===== src/rtl/fir16_pkg.sv =====
// Shared widths, FSM state type and output saturation for the 16-tap FIR filter.
package fir16_pkg;

  localparam int unsigned NUM_TAPS = 16;
  localparam int unsigned DATA_W   = 16;
  localparam int unsigned COEFF_W  = 16;
  localparam int unsigned ACC_W    = 38;
  localparam int unsigned IDX_W    = $clog2(NUM_TAPS);
  localparam int unsigned PROD_W   = DATA_W + COEFF_W + 1;

  typedef enum logic [1:0] {
    IDLE = 2'd0,
    MAC  = 2'd1,
    DONE = 2'd2
  } fir_state_t;

  // Drop the Q0.16 fraction (floor) and clamp into the signed output range.
  function automatic logic signed [DATA_W-1:0] sat16(input logic signed [ACC_W-1:0] acc);
    logic signed [ACC_W-1:0] sh;
    sh = acc >>> COEFF_W;
    if (sh[ACC_W-1:DATA_W-1] == {(ACC_W-DATA_W+1){sh[ACC_W-1]}}) begin
      sat16 = sh[DATA_W-1:0];
    end else if (sh[ACC_W-1]) begin
      sat16 = {1'b1, {(DATA_W-1){1'b0}}};
    end else begin
      sat16 = {1'b0, {(DATA_W-1){1'b1}}};
    end
  endfunction

endpackage


===== src/rtl/fir16_tap_filter_if.sv =====
// Sequencer-facing bundle of the FIR filter: run/busy handshake, sample, result and coefficient bank.
interface fir16_tap_filter_if;
  import fir16_pkg::*;

  logic                                 run;
  logic                                 busy;
  logic signed [DATA_W-1:0]             sample_in;
  logic signed [DATA_W-1:0]             filter_data;
  logic        [NUM_TAPS-1:0][COEFF_W-1:0] coeff;

  modport master (
    output run,
    output sample_in,
    output coeff,
    input  busy,
    input  filter_data
  );

  modport slave (
    input  run,
    input  sample_in,
    input  coeff,
    output busy,
    output filter_data
  );

endinterface


===== src/rtl/fir16_mac.sv =====
// One multiply-accumulate step: signed sample times unsigned Q0.16 coefficient added to the accumulator.
module fir16_mac
  import fir16_pkg::*;
(
  input  logic signed [ACC_W-1:0]   i_acc,
  input  logic signed [DATA_W-1:0]  i_sample,
  input  logic        [COEFF_W-1:0] i_coeff,
  output logic signed [ACC_W-1:0]   o_acc_c
);

  logic signed [DATA_W:0]   w_a;
  logic signed [COEFF_W:0]  w_b;
  logic signed [PROD_W-1:0] w_prod;

  // Both operands become 17-bit signed so a single signed multiply covers the unsigned coefficient.
  assign w_a    = {i_sample[DATA_W-1], i_sample};
  assign w_b    = {1'b0, i_coeff};
  assign w_prod = PROD_W'(w_a) * PROD_W'(w_b);

  assign o_acc_c = i_acc + ACC_W'(w_prod);

endmodule


===== src/rtl/fir16_tap_filter.sv =====
// Sequential 16-tap FIR: one MAC per clock over a persistent delay line, saturated 16-bit result.
module fir16_tap_filter
  import fir16_pkg::*;
(
  input  logic               clk,
  input  logic               rst_n,
  fir16_tap_filter_if.slave  bus
);

  fir_state_t               r_state;
  fir_state_t               w_state_nxt;
  logic [IDX_W-1:0]         r_idx;
  logic [IDX_W-1:0]         w_idx_nxt;
  logic signed [ACC_W-1:0]  r_acc;
  logic signed [ACC_W-1:0]  w_acc_nxt;
  logic signed [ACC_W-1:0]  w_mac_c;
  logic signed [DATA_W-1:0] r_dline [NUM_TAPS];
  logic signed [DATA_W-1:0] r_filter_data;
  logic                     r_busy;
  logic                     w_busy_nxt;
  logic                     w_shift;
  logic                     w_load;
  logic signed [DATA_W-1:0] w_tap;
  logic        [COEFF_W-1:0] w_coeff;

  assign bus.busy        = r_busy;
  assign bus.filter_data = r_filter_data;

  // Tap index selects the delayed sample and its coefficient for this cycle.
  assign w_tap   = r_dline[r_idx];
  assign w_coeff = bus.coeff[r_idx];

  fir16_mac u_mac (
    .i_acc    (r_acc),
    .i_sample (w_tap),
    .i_coeff  (w_coeff),
    .o_acc_c  (w_mac_c)
  );

  always_ff @(posedge clk or negedge rst_n) begin
    if (!rst_n) begin
      r_state <= IDLE;
    end else begin
      r_state <= w_state_nxt;
    end
  end

  // Next-state and datapath control; run during MAC/DONE falls through untouched.
  always_comb begin
    w_state_nxt = r_state;
    w_idx_nxt   = r_idx;
    w_acc_nxt   = r_acc;
    w_busy_nxt  = r_busy;
    w_shift     = 1'b0;
    w_load      = 1'b0;
    unique case (r_state)
      IDLE: begin
        if (bus.run) begin
          w_state_nxt = MAC;
          w_idx_nxt   = '0;
          w_acc_nxt   = '0;
          w_busy_nxt  = 1'b1;
          w_shift     = 1'b1;
        end
      end
      MAC: begin
        w_acc_nxt = w_mac_c;
        w_idx_nxt = r_idx + IDX_W'(1);
        if (r_idx == IDX_W'(NUM_TAPS - 1)) begin
          w_state_nxt = DONE;
        end
      end
      DONE: begin
        w_state_nxt = IDLE;
        w_busy_nxt  = 1'b0;
        w_load      = 1'b1;
      end
      default: begin
        w_state_nxt = IDLE;
        w_busy_nxt  = 1'b0;
      end
    endcase
  end

  always_ff @(posedge clk or negedge rst_n) begin
    if (!rst_n) begin
      r_idx         <= '0;
      r_acc         <= '0;
      r_busy        <= 1'b0;
      r_filter_data <= '0;
    end else begin
      r_idx  <= w_idx_nxt;
      r_acc  <= w_acc_nxt;
      r_busy <= w_busy_nxt;
      if (w_load) begin
        r_filter_data <= sat16(r_acc);
      end
    end
  end

  // Delay line survives across runs; only reset clears it.
  always_ff @(posedge clk or negedge rst_n) begin
    if (!rst_n) begin
      for (int i = 0; i < int'(NUM_TAPS); i++) begin
        r_dline[i] <= '0;
      end
    end else if (w_shift) begin
      r_dline[0] <= bus.sample_in;
      for (int i = 1; i < int'(NUM_TAPS); i++) begin
        r_dline[i] <= r_dline[i-1];
      end
    end
  end

endmodule


===== src/flat_wrapper.sv =====
// flat-port wrapper written by rule: the top's interface ports become plain ports
module fir16_tap_filter_flat import fir16_pkg::*;
  (clk, rst_n, bus_run, bus_sample_in, bus_coeff, bus_busy, bus_filter_data);
  fir16_tap_filter_if bus_i ();
  input  logic clk;
  input  logic rst_n;
  input wire logic [$bits(bus_i.run)-1:0] bus_run;
  input wire logic [$bits(bus_i.sample_in)-1:0] bus_sample_in;
  input wire logic [$bits(bus_i.coeff)-1:0] bus_coeff;
  output wire logic [$bits(bus_i.busy)-1:0] bus_busy;
  output wire logic [$bits(bus_i.filter_data)-1:0] bus_filter_data;
  assign bus_i.run = bus_run;
  assign bus_i.sample_in = bus_sample_in;
  assign bus_i.coeff = bus_coeff;
  assign bus_busy = bus_i.busy;
  assign bus_filter_data = bus_i.filter_data;
  fir16_tap_filter u_core (.clk(clk), .rst_n(rst_n), .bus(bus_i));
endmodule

===== config.mk =====
export PLATFORM = sky130hd
export DESIGN_NAME = fir16_tap_filter_flat
export DESIGN_NICKNAME = d
export VERILOG_FILES = /design/src/rtl/fir16_pkg.sv /design/src/rtl/fir16_tap_filter_if.sv /design/src/rtl/fir16_mac.sv /design/src/rtl/fir16_tap_filter.sv /design/src/flat_wrapper.sv
export SDC_FILE = /design/constraint.sdc
export NUM_CORES = 1
export LEC_CHECK = 0
export CAP_MARGIN = 20
export CORE_UTILIZATION = 40
export CTS_BUF_LIST = sky130_fd_sc_hd__clkbuf_8
export CTS_CLUSTER_SIZE = 40
export DETAILED_ROUTE_END_ITERATION = 7
export HOLD_SLACK_MARGIN = 0.05
export PLACE_DENSITY_LB_ADDON = 0.12
export SYNTH_ARGS = -nofsm -noshare
export SYNTH_HDL_FRONTEND = slang
export SYNTH_SLANG_ARGS = --single-unit

===== constraint.sdc =====
create_clock -name clk -period 6.8 [get_ports clk]
set_clock_uncertainty 0.15 [all_clocks]
set_input_delay 1.36 -clock clk [delete_from_list [all_inputs] [get_ports clk]]
set_output_delay 1.36 -clock clk [all_outputs]
set_load 0.01 [all_outputs]

## Word-level counts from Yosys, hierarchy flattened

Cells that the tools add are included.

| storage, ports and cells | value |
|---|---|
| register bits after elaboration | 317 |
| input port bits | 275 |
| logic and storage cells | 58 |

| operators by class | value |
|---|---|
| add/sub/neg operators | 2 |
| multiply operators | 1 |
| order comparisons | 2 |
| equality and inequality tests | 6 |
| muxes and demuxes | 19 |
| bitwise operators | 2 |
| reduce and logical (&&, ||, !) cells | 5 |

Operators with widths:

| kind | count |
|---|---|
| $bmux W16 S4 | 2 |
| $mux W16 | 5 |
| $pmux W38 S2 | 1 |
| $add A38 B33 Y38 | 1 |
| $mux W38 | 1 |
| $mul A16 B17 Y33 | 1 |
| $pmux W4 S2 | 1 |
| $eq A6 B6 Y1 | 1 |
| $reduce_and A2 Y1 | 3 |
| $ge A5 B5 Y1 const B | 1 |
| $lt A4 B5 Y1 const B | 1 |
| $not A4 Y5 | 1 |
| $add A4 B1 Y4 const B | 1 |
| $eq A4 B4 Y1 const B | 1 |
| $mux W1 | 4 |
| $mux W2 | 2 |
| $mux W4 | 1 |
| $pmux W2 S2 | 1 |
| $eq A2 B1 Y1 const B | 1 |
| $eq A2 B2 Y1 const B | 1 |
| $logic_not A2 Y1 | 1 |
| $ne A2 B1 Y1 const B | 1 |
| $ne A2 B2 Y1 const B | 1 |
| $pmux W1 S2 | 1 |
| other kinds (2) | 2 |

## Depth between registers and ports, before layout

| logic depth | value |
|---|---|
| word-level depth | 7 |
| mapped depth | 32 |
| mapped depth without buffers | 26 |

## Modules after synthesis

A second synthesis with hierarchy kept.

| unflattened totals | value |
|---|---|
| cells, all modules | 2343 |
| area, all modules | 26246.4 um2 |

By module, submodules not included:

| module | instances | cells each | area each (um2) |
|---|---|---|---|
| fir16_tap_filter | 1 | 1135 | 15964.1 |
| fir16_mac | 1 | 1208 | 10282.4 |

## Least setup slack after synthesis

Ideal clock, no wire load.

| timing | value |
|---|---|
| path kind | input-to-reg |
| start | input bus_coeff[188] |
| end | register u_core.r_acc[36] |
| setup time | 0.126 ns |
| arrival | 7.534 ns |
| data required time | 6.524 ns |
| path slack | -1.010 ns |
| stages on the path | 25 |
| buffers on the path | 2 |
| cell sequence | mux4_2 mux2_2 o21ai_1 buf_2 nor2_1 fa_1 fa_1 inv_1 fa_1 inv_1 fa_1 inv_1 fa_1 inv_1 fa_1 ha_1 buf_2 nand4_1 inv_1 a21oi_1 o41ai_2 a311oi_1 nor2_1 a31o_2 a221o_1 |

| between the ends | value |
|---|---|
| longest elaborated chain between the ends | 5 |

RTL lines:

| element | line | text |
|---|---|---|
| from (decl) | flat_wrapper.sv:9 | `input wire logic [$bits(bus_i.coeff)-1:0] bus_coeff;` |
| $bmux W16 S4 | fir16_tap_filter.sv:31 | `assign w_coeff = bus.coeff[r_idx];` |
| $mux W16 (implied by the code) | fir16_tap_filter.sv:31 |  |
| $mul A16 B17 Y33 | fir16_mac.sv:18 | `assign w_prod = PROD_W'(w_a) * PROD_W'(w_b);` |
| $add A38 B33 Y38 | fir16_mac.sv:20 | `assign o_acc_c = i_acc + ACC_W'(w_prod);` |
| $pmux W38 S2 | fir16_tap_filter.sv:56 | `unique case (r_state)` |
| to (signal assigned) | fir16_tap_filter.sv:93 | `r_acc <= w_acc_nxt;` |
| to (decl) | fir16_tap_filter.sv:14 | `logic signed [ACC_W-1:0] r_acc;` |

No other way between the ends. The select of a mux whose other input is x is not followed.
A chain may end at the register's enable or synchronous reset.

## Final worst setup path

| timing | value |
|---|---|
| start | input bus_coeff[177] |
| end | register u_core.r_acc[34] |

The elaborated chain is that of the path after synthesis.

==> metrics.csv <==
metric,value,unit
grt_pass1_vias,23700,
antenna_found_initial,7,
clock-root-buffer,clkbuf_8,
multi_input_area,0.0174,sq mm
initial_utilization,40.5,%
nNetsFinal,4188,
fill_cells,5700,
final-max-slew-violation-count,0,
yosysMostFrequentCell,nand2_1,
dieArea,0.0665,sq mm
die_h,258,um
maxSlewHeadroom,35.5,%
async_reset_ff_share,100,%
synth_commonest_cells,"nand2_1, inv_1, dfrtp_1, fa_1, nor2_1",
grt_overflow,0,
setup_viol,28,
met3_length,5350,um
path_delay_family,adder cells,
yosys.area.top_type,dfrtp_1,
hold_viol_final,0,
synth_seq_area_share,30.3,%
yosysWarnings,0,
slowest_stage,fa_1,
rsz0062_at_grt,yes,
synthDistinctLibCells,65,
seqCellArea,0.00795,sq mm
syn_to_final_growth,41.8,%
grt_first_pass_wirelength,133000,um
routed.top_layer,met4,
wl,85200,um
synth_ff_type,dfrtp_1,
post-dp-hpwl,65100,um
rows,93,
clk_path_buf_depth,3,
met1_length,36900,um
critPathRequiredTime,7.18,ns
num_vias,22400,
cp_num_buf_inv,8,
startpoint_type,input port,
drc_errors,0,
synth_area_per_cell,9.35,sq um
synthCells,2801,
fin_area,0.0371,sq mm
fmax,133,MHz
synth_top_area_share,30.3,%
cts_sinks,317,
outcome,"finished, violations left",
syn_area,0.0262,sq mm
ant_nets,0,
viasPerCell,5.03,
insertion_delay,0.72,ns
cp_slowest_stage_delay,0.56,ns
drtPass1Iterations,6,
core_region_area,0.0646,sq mm
ys_top_cells_by_area,"dfrtp_1, fa_1, nand2_1",
path_class,in -> reg,
post-route-util,57.5,%
ys_ff_latch,317,
period_needed,7.53,ns
worstHoldPathType,reg -> reg,
wl_per_cell,19.1,um
setup.worst_path.end_class,flop,
synth_fp_nets,3436,
cts_tree,done,
place.gp.congestion,0.976,
drive_gt1_share,29.7,%
io_buffer_count,291,
wl_met2,40500,um
drtIter0Drc,1540,
tightestPinTransition,0.968,ns
violations,setup timing,
crit_top_cell,fa_1,
placed_area,0.0336,sq mm
cts_buffers,58,
drv_cap,0,
grt_max_degree,204,
die_w,258,um
postCtsHoldBufs,0,
fin_ws,-0.732,ns
arrival,7.91,ns
ios,292,
period_share,111,%
synth-edff-count,0,
cp_max_fo,3,
track_usage,26.1,%
htreeDepth,2,
clk_pin_slew,0.06,ns
==> state kept, by name, indices dropped and copies added, names as in the netlist <==
signal and cells:
u_core.r_dline 256, u_core.r_state 2, u_core.r_acc 38, u_core.r_idx 4, u_core.bus.filter_data 16, u_core.bus.busy 1
==> per-stage QoR <==
stage               instances  setup slack, ns  TNS, ns  hold slack [ns]
floorplan                2801           -0.833   -10.34            0.291
detailed placement       4264            -1.82   -43.60            0.311
finish                   4456           -0.732   -14.14            0.326
CTS                      4417           -0.679   -12.14            0.326
global placement         4264            -1.80   -43.06            0.303
global route             4455           -0.917   -18.60            0.353
==> area by class of cell <==
| class | count | share of cell area [%] |
|---|---|---|
| inverter | 348 | 3.59 |
| clock buffer | 75 | 2.78 |
| sequential | 317 | 21.4 |
| timing repair buffer | 841 | 21.7 |
| antenna | 3 | 0.0202 |
| tap | 855 | 2.88 |
| multi-input combinational | 1987 | 47.0 |
| clock inverter | 30 | 0.641 |
==> worst register-to-register path, delay by kind of cell (launching register included) <==
kind                     cells  cell delay (ns)
adder cells (fa/ha/maj)      7             3.26
buffers and inverters       10             1.34
multiplexers                 2             1.07
AO/OA/AOI/OAI                5             0.61
flip-flops                   1             0.44
AND/OR/NAND/NOR              3             0.32
XOR/XNOR                     1             0.14
==> cell families after synthesis <==
logic type | count (synthesis) | share of synthesized area (%)
and+or+nand+nor | 1190 | 17.7
buffers and inverters | 497 | 7.92
adders and majority gates | 360 | 23.7
DFF | 317 | 30.3
AOI/OAI and AO/OA | 222 | 5.50
muxes | 183 | 13.8
xor gates and xnor gates | 32 | 1.10
==> cells in the final DEF, fill, tap and decap left out, types with 20 or more instances in the layout <==
cell type        instances
buf_4                  430
dfrtp_1                313
mux4_2                 140
inv_1                  315
ha_1                   110
fa_1                   209
a21oi_1                 30
buf_6                   60
clkbuf_8                75
nor2_1                 120
nand2_1                938
dlymetal6s2s_1          55
o21ai_0                 40
clkdlybuf4s50_1        154
nand2_2                 20
buf_12                  49
inv_2                   39
dlygate4sd2_1           81
o21ai_1                 21
==> routing by layer <==
metal,global-route usage (%),vias up
li1,-,10500
met1,35.8,11200
met2,42.2,654
met3,4.64,119
met4,7.87,0
met5,0,-
==> final timing paths <==
path	startpoint	to	slack (ns)	cells past startpoint
worst min register to register	u_core.r_dline[8]	u_core.r_dline[8]	0.33	2
min in group asynchronous	rst_n	u_core.r_dline[104]	0.40	1
worst min-delay path	u_core.r_dline[8]	u_core.r_dline[8]	0.33	2
worst max register to register	u_core.r_idx[0]	u_core.r_acc[34]	-0.68	28
max in group asynchronous	rst_n	u_core.r_dline[210]	4.81	2
worst max-delay path	bus_coeff[177]	u_core.r_acc[34]	-0.73	27
==> timing repair <==
action	4_1_cts	5_1_grt
hold endpoints to repair	0	0
setup buffers	49	39
pin swaps	76	96
setup endpoints to repair	28	29
cloned	2	1
resized for setup	276	205
Power is left out: the tool's default activity adds up to more than one toggle a clock period on the data nets, which glitch-free logic cannot reach.
